==> src/rtl/lsu_ctrl.sv <==
`default_nettype none
// ============================================================================
// Module   : lsu_ctrl
// Brief    : Load/store unit. It range-checks each request and splits a
//            misaligned half or word into byte beats toward data_mem.
// Revision : 1.0 - initial release
// ============================================================================
module lsu_ctrl #(
    parameter int MEM_SIZE = 1024
) (
    input  logic        clk,
    input  logic        rst_n,
    input  logic        req_valid,
    output logic        req_ready,
    input  logic        req_write,
    input  logic [2:0]  req_func3,
    input  logic [31:0] req_addr,
    input  logic [31:0] req_wdata,
    output logic        rsp_valid,
    output logic [31:0] rsp_rdata,
    output logic        rsp_fault,
    output logic        stall,
    output logic [31:0] mem_addr,
    output logic [31:0] mem_write_data,
    output logic        mem_write,
    output logic        mem_read,
    output logic [2:0]  mem_func3,
    input  logic [31:0] mem_data_out
);

    typedef enum logic [0:0] {
        ST_IDLE   = 1'b0,
        ST_ACCESS = 1'b1
    } state_t;

    localparam logic [2:0] c_F3_SB  = 3'b000;
    localparam logic [2:0] c_F3_LBU = 3'b100;

    state_t      r_state;
    state_t      w_next_state;
    logic        r_write;
    logic [2:0]  r_func3;
    logic [31:0] r_addr;
    logic [31:0] r_wdata;
    logic        r_misalign;
    logic [1:0]  r_beat;
    logic [1:0]  r_last;
    logic [31:0] r_acc;

    logic [2:0]  w_size;
    logic        w_illegal;
    logic [32:0] w_end;
    logic        w_fault;
    logic        w_misalign;
    logic        w_beat_last;
    logic [4:0]  w_shift;
    logic [31:0] w_assembled;
    logic [31:0] w_ext;
    logic [31:0] w_load_result;

    // Request decode: size, legality and a 33-bit range check that cannot wrap
    always_comb begin
        case (req_func3[1:0])
            2'b00:   w_size = 3'd1;
            2'b01:   w_size = 3'd2;
            default: w_size = 3'd4;
        endcase
        if (req_write)
            w_illegal = (req_func3 > 3'b010);
        else
            w_illegal = (req_func3 == 3'b011) || (req_func3[2:1] == 2'b11);
        w_end      = {1'b0, req_addr} + {30'd0, w_size};
        w_fault    = w_illegal || (w_end > 33'(MEM_SIZE));
        w_misalign = ((req_func3[1:0] == 2'b10) && (req_addr[1:0] != 2'b00)) ||
                     ((req_func3[1:0] == 2'b01) && req_addr[0]);
    end

    // Current load byte merged into the accumulator, then extended per funct3
    always_comb begin
        w_shift     = {r_beat, 3'b000};
        w_assembled = r_acc;
        w_assembled[w_shift +: 8] = mem_data_out[7:0];
        case (r_func3)
            3'b001:  w_ext = {{16{w_assembled[15]}}, w_assembled[15:0]};
            3'b101:  w_ext = {16'd0, w_assembled[15:0]};
            default: w_ext = w_assembled;
        endcase
        w_load_result = r_misalign ? w_ext : mem_data_out;
    end

    always_ff @(posedge clk or negedge rst_n) begin
        if (!rst_n)
            r_state <= ST_IDLE;
        else
            r_state <= w_next_state;
    end

    always_comb begin
        w_next_state   = r_state;
        w_beat_last    = 1'b0;
        req_ready      = 1'b0;
        stall          = 1'b0;
        mem_addr       = 32'd0;
        mem_write_data = 32'd0;
        mem_write      = 1'b0;
        mem_read       = 1'b0;
        mem_func3      = 3'd0;
        case (r_state)
            ST_IDLE: begin
                req_ready = 1'b1;
                if (req_valid && !w_fault)
                    w_next_state = ST_ACCESS;
            end
            ST_ACCESS: begin
                stall     = 1'b1;
                mem_read  = ~r_write;
                mem_write = r_write;
                mem_addr  = r_addr + {30'd0, r_beat};
                if (r_misalign) begin
                    mem_func3      = r_write ? c_F3_SB : c_F3_LBU;
                    mem_write_data = {24'd0, r_wdata[w_shift +: 8]};
                end else begin
                    mem_func3      = r_func3;
                    mem_write_data = r_wdata;
                end
                if (r_beat == r_last) begin
                    w_beat_last  = 1'b1;
                    w_next_state = ST_IDLE;
                end
            end
            default: w_next_state = ST_IDLE;
        endcase
    end

    always_ff @(posedge clk or negedge rst_n) begin
        if (!rst_n) begin
            r_write    <= 1'b0;
            r_func3    <= 3'd0;
            r_addr     <= 32'd0;
            r_wdata    <= 32'd0;
            r_misalign <= 1'b0;
            r_beat     <= 2'd0;
            r_last     <= 2'd0;
            r_acc      <= 32'd0;
            rsp_valid  <= 1'b0;
            rsp_rdata  <= 32'd0;
            rsp_fault  <= 1'b0;
        end else begin
            rsp_valid <= 1'b0;
            if (r_state == ST_IDLE && req_valid) begin
                if (w_fault) begin
                    rsp_valid <= 1'b1;
                    rsp_fault <= 1'b1;
                    rsp_rdata <= 32'd0;
                end else begin
                    r_write    <= req_write;
                    r_func3    <= req_func3;
                    r_addr     <= req_addr;
                    r_wdata    <= req_wdata;
                    r_misalign <= w_misalign;
                    r_beat     <= 2'd0;
                    r_acc      <= 32'd0;
                    r_last     <= w_misalign ? 2'(w_size - 3'd1) : 2'd0;
                end
            end else if (r_state == ST_ACCESS) begin
                r_acc  <= w_assembled;
                r_beat <= r_beat + 2'd1;
                if (w_beat_last) begin
                    rsp_valid <= 1'b1;
                    rsp_fault <= 1'b0;
                    rsp_rdata <= r_write ? 32'd0 : w_load_result;
                end
            end
        end
    end

endmodule
`default_nettype wire

==> config.mk <==
export PLATFORM = sky130hd
export DESIGN_NAME = lsu_ctrl
export DESIGN_NICKNAME = d
export VERILOG_FILES = /design/src/rtl/lsu_ctrl.sv
export SDC_FILE = /design/constraint.sdc
export NUM_CORES = 1
export LEC_CHECK = 0
export CAP_MARGIN = 20
export CORE_ASPECT_RATIO = 1.75
export CORE_MARGIN = 5
export CORE_UTILIZATION = 44
export CTS_CLUSTER_SIZE = 30
export DETAILED_ROUTE_END_ITERATION = 8
export PLACE_DENSITY = 0.79
export SLEW_MARGIN = 15
export SYNTH_ARGS = -nofsm -noshare
export SYNTH_HDL_FRONTEND = slang
export SYNTH_SLANG_ARGS = --single-unit
==> constraint.sdc <==
create_clock -name clk -period 3.5 [get_ports clk]
set_input_delay 0.7 -clock clk [delete_from_list [all_inputs] [get_ports clk]]
set_output_delay 0.7 -clock clk [all_outputs]
set_load 0.1 [all_outputs]
==> summary.md <==
| Metric | Value |
|---|---|
| Worst-Margin Slew | `around 1.1 ns` |
| Die Width | `113 µm` |
| Router iterations before antenna repair | `5` |
| Initial antenna violation count | `0` |
| Asr flop ratio synth | `100%` |
| Largest fanout on the critical path | `5` |
| Post-route DRC | `0` |
| Netlist cell types | `60` |
| Worst Path Required | `roughly 3.8 ns` |
| Cell area after synthesis | `roughly 8100 µm²` |
| Dpl hpwl | `between 20 and 25 mm` |
| Via/cell ratio | `5.74` |
| Unrepaired setup endpoints after global routing | `yes` |
| Rows | `65` |
| Commonest cells after routing, fill and taps aside | `dfrtp_1, clkdlybuf4s50_1, buf_4` |
| Worst setup margin | `-0.0273 ns` |
| Dpl ws | `-1.04 ns` |
| Clock sink count | `between 100 and 150` |
| Synth Instances | `870` |
| CTS tree | `built` |
| Die height | `189 µm` |
| # setup viols final | `23` |
| Final #Nets | `approximately 1.3k` |
| Worst vdd ir | `roughly 0.23 mV` |
| GRT Util Overall | `a little over a quarter` |
| Skew-Pair Late Insertion Delay | `roughly 0.42 ns` |
| Fmax | `about 280 MHz` |
| Critical path's most frequent cell | `buf_4` |
| Largest net degree at the start of global routing | `67` |
| Fill count | `around 1.3k` |
| Die Area | `21300 µm²` |
| Ys Warns | `0` |
| Syn_area_per_cell | `~9.3 µm²` |
| H-tree depth | `4` |
| Relative slew slack | `between 20% and 30%` |
| Multi-input logic area | `roughly 4600 µm²` |
| ANT nets after route | `0` |
| Setup slack, reg-to-reg | `approximately 0.25 ns` |
| PortBufs | `slightly above 200` |
| Failing checks | `negative setup slack` |
| Vias in the first global route | `roughly 8.3k` |
| Number of enable flip-flop cells after synthesis | `0` |
| Total of max-cap violations | `0` |
| Root buffer cell | `clkbuf_16` |
| FF-to-FF Start | `r_beat[0]` |
| Top FF cell, synth | `dfrtp_1` |
| CTS Buf Count | `17` |
| Ratio of final minimum period to clock period | `101%` |
| Routed WL | `28.8 mm` |
| Sequential cell area fraction in the yosys report | `a little over two fifths` |
| Final hold violations | `0` |
| Clock transition at path regs | `~0.060 ns` |
| Share of cells above drive strength 1 | `29.3%` |
| Seq cells post-synth | `between 100 and 150` |
| Min-Delay Path Class | `in -> async` |
| Setup CP Type | `in -> reg` |
| IO Pins | `208` |
| Critical path cell sequence | `buf_12, nor2_4, ha_4, inv_2, fa_2, and2b_2, o2111ai_4, buf_4, buf_6, o21ai_1, nand4_1, nor3_2, nand3_2, nor4b_4, buf_4, buf_4, buf_16, mux2_2` |
| Leak | `5.72 nW` |
| CP arrival | `3.83 ns` |
| GPL Wtd Cong | `approximately 0.94` |
| Max clock buf depth | `2` |
| Gr ovfl total | `0` |
| Status | `finished with violations` |
| Most common cell after layout, fill and taps aside | `dfrtp_1` |
| Critical path startpoint | `req_func3[1]` |
| Post-Route Skew | `about 0.0086 ns` |
| Total power | `3.95 mW` |
| CP endpoint kind | `flop` |
| Min Tclk post-route | `between 3 and 4 ns` |
| Vias | `8014` |
| Critical path's largest stage delay | `0.34 ns` |
| Worst Setup Start Kind | `primary input` |
| Initial Utilization | `44.8%` |
| Count of final max-slew check failures | `0` |
| Antenna cells | `0` |
| Global-route wire length before repair | `between 40 and 50 mm` |
| Syn_nets | `between 900 and 1k` |
| Drt first-iter violations | `slightly above 500` |
| Sequential Area | `roughly 3500 µm²` |
| Non-Filler Instances | `1397` |
| P&R area growth vs syn | `59.6%` |
| Pwr per Cell Area | `slightly above 300 nW/µm²` |
| DR WL/cell | `20.6 µm` |
| Core Box Area | `18100 µm²` |
| Post-placement cell count | `between 1k and 1.5k` |
| Worst path slowest cell | `fa_2` |
-- registers in the layout, indices dropped and copies added, names as in the netlist --
signal / flops
r_wdata: 32
rsp_rdata: 32
r_write: 1
r_beat: 2
r_acc: 32
r_addr: 32
r_func3: 3
r_misalign: 1
r_last: 2
r_state: 1
rsp_valid: 1
rsp_fault: 1
-- critical path: cells and delay by family --
| kind | cells | cell delay (ns) |
|---|---|---|
| adders and majority gates | 2 | 0.48 |
| muxes | 1 | 0.33 |
| buffers and inverters | 7 | 0.89 |
| AOI/OAI and AO/OA | 2 | 0.29 |
| and+or+nand+nor | 6 | 1.12 |
-- metal layers --
metal	GRT usage, %	routed length [µm]	vias to the layer above
met5	0	0	-
met4	15.1	1700	0
met3	4.45	1340	92
met2	49.7	16100	317
met1	27.3	9600	3901
li1	-	-	3704
-- metrics by stage --
step	hold slack [ns]	area, µm²	TNS, ns	util, %
global route	0.314	12900	-9.34	71.6
floorplan	0.404	8240	-4.55	-
detailed placement	0.471	11700	-132.58	64.7
finish	0.259	12900	-0.298	71.6
CTS	0.288	12700	-0.000815	70.3
global placement	0.469	11700	-124.77	64.7
-- worst paths after layout --
check,cells after the start,to
setup / recovery,18,r_wdata[13]
hold / removal,1,r_addr[5]
setup reg to reg,10,rsp_rdata[28]
hold reg to reg,2,rsp_fault
max in group asynchronous,2,r_acc[14]
min in group clk,2,rsp_fault
-- layout make-up --
type	instances	share of cell area, %
clock buffers	19	3.43
flip-flops and latches	140	27.1
inverters	34	0.988
repair buffers	316	29.0
clock inverters	13	1.38
multi-input cells	641	35.8
well taps	234	2.27
-- what timing repair did --
action | 4_1_cts | 5_1_grt
buffers inserted | 13 | 8
endpoints found under the setup margin | 148 | 118
pin swaps | 14 | 21
resized for setup | 56 | 45
hold buffers | 0 | 0
cloned | 6 | 1
-- logic make-up (layout without fill, tap and decap cells) --
logic type	count (synthesis)	after routing	synth area share (%)
simple gates	324	324	20.1
compound gates	210	210	18.1
flops	140	140	43.3
buf+inv	89	382	4.56
mux	62	62	8.42
xor+xnor	33	33	3.57
fa+ha+maj	12	12	2.04
-- Yosys cell counts, drive strengths merged, types with 4 or more instances --
| cell | count | area, µm² |
|---|---|---|
| dfrtp | 140 | 3500 |
| nand2 | 101 | 379 |
| nor2 | 66 | 248 |
| o21ai | 59 | 299 |
| mux2 | 49 | 552 |
| clkbuf | 38 | 143 |
| and2 | 35 | 219 |
| nor2b | 35 | 219 |
| a21oi | 33 | 165 |
| a32o | 32 | 320 |
| inv | 31 | 116 |
| nand3 | 24 | 120 |
| xor2 | 21 | 184 |
| buf | 17 | 98.8 |
| o22ai | 16 | 100 |
| a221oi | 15 | 131 |
| nand4 | 15 | 93.8 |
| o31ai | 15 | 118 |
| mux2i | 13 | 130 |
| nor3 | 13 | 70.1 |
| xnor2 | 12 | 105 |
| ha | 10 | 125 |
| a22o | 8 | 70.1 |
| a22oi | 8 | 60.1 |
| and3 | 7 | 43.8 |
| or3 | 7 | 43.8 |
| a211oi | 6 | 45.0 |
| nor4 | 6 | 52.6 |
| and4 | 4 | 35.0 |
-- where the power goes --
group	internal, mW	switching [mW]	total (mW)
Clock	1.16	0.743	1.90
Sequential	1.64	0.0114	1.65
Combinational	0.206	0.192	0.398
Total	3.00	0.946	3.95
(Power assumes the default switching activity.)
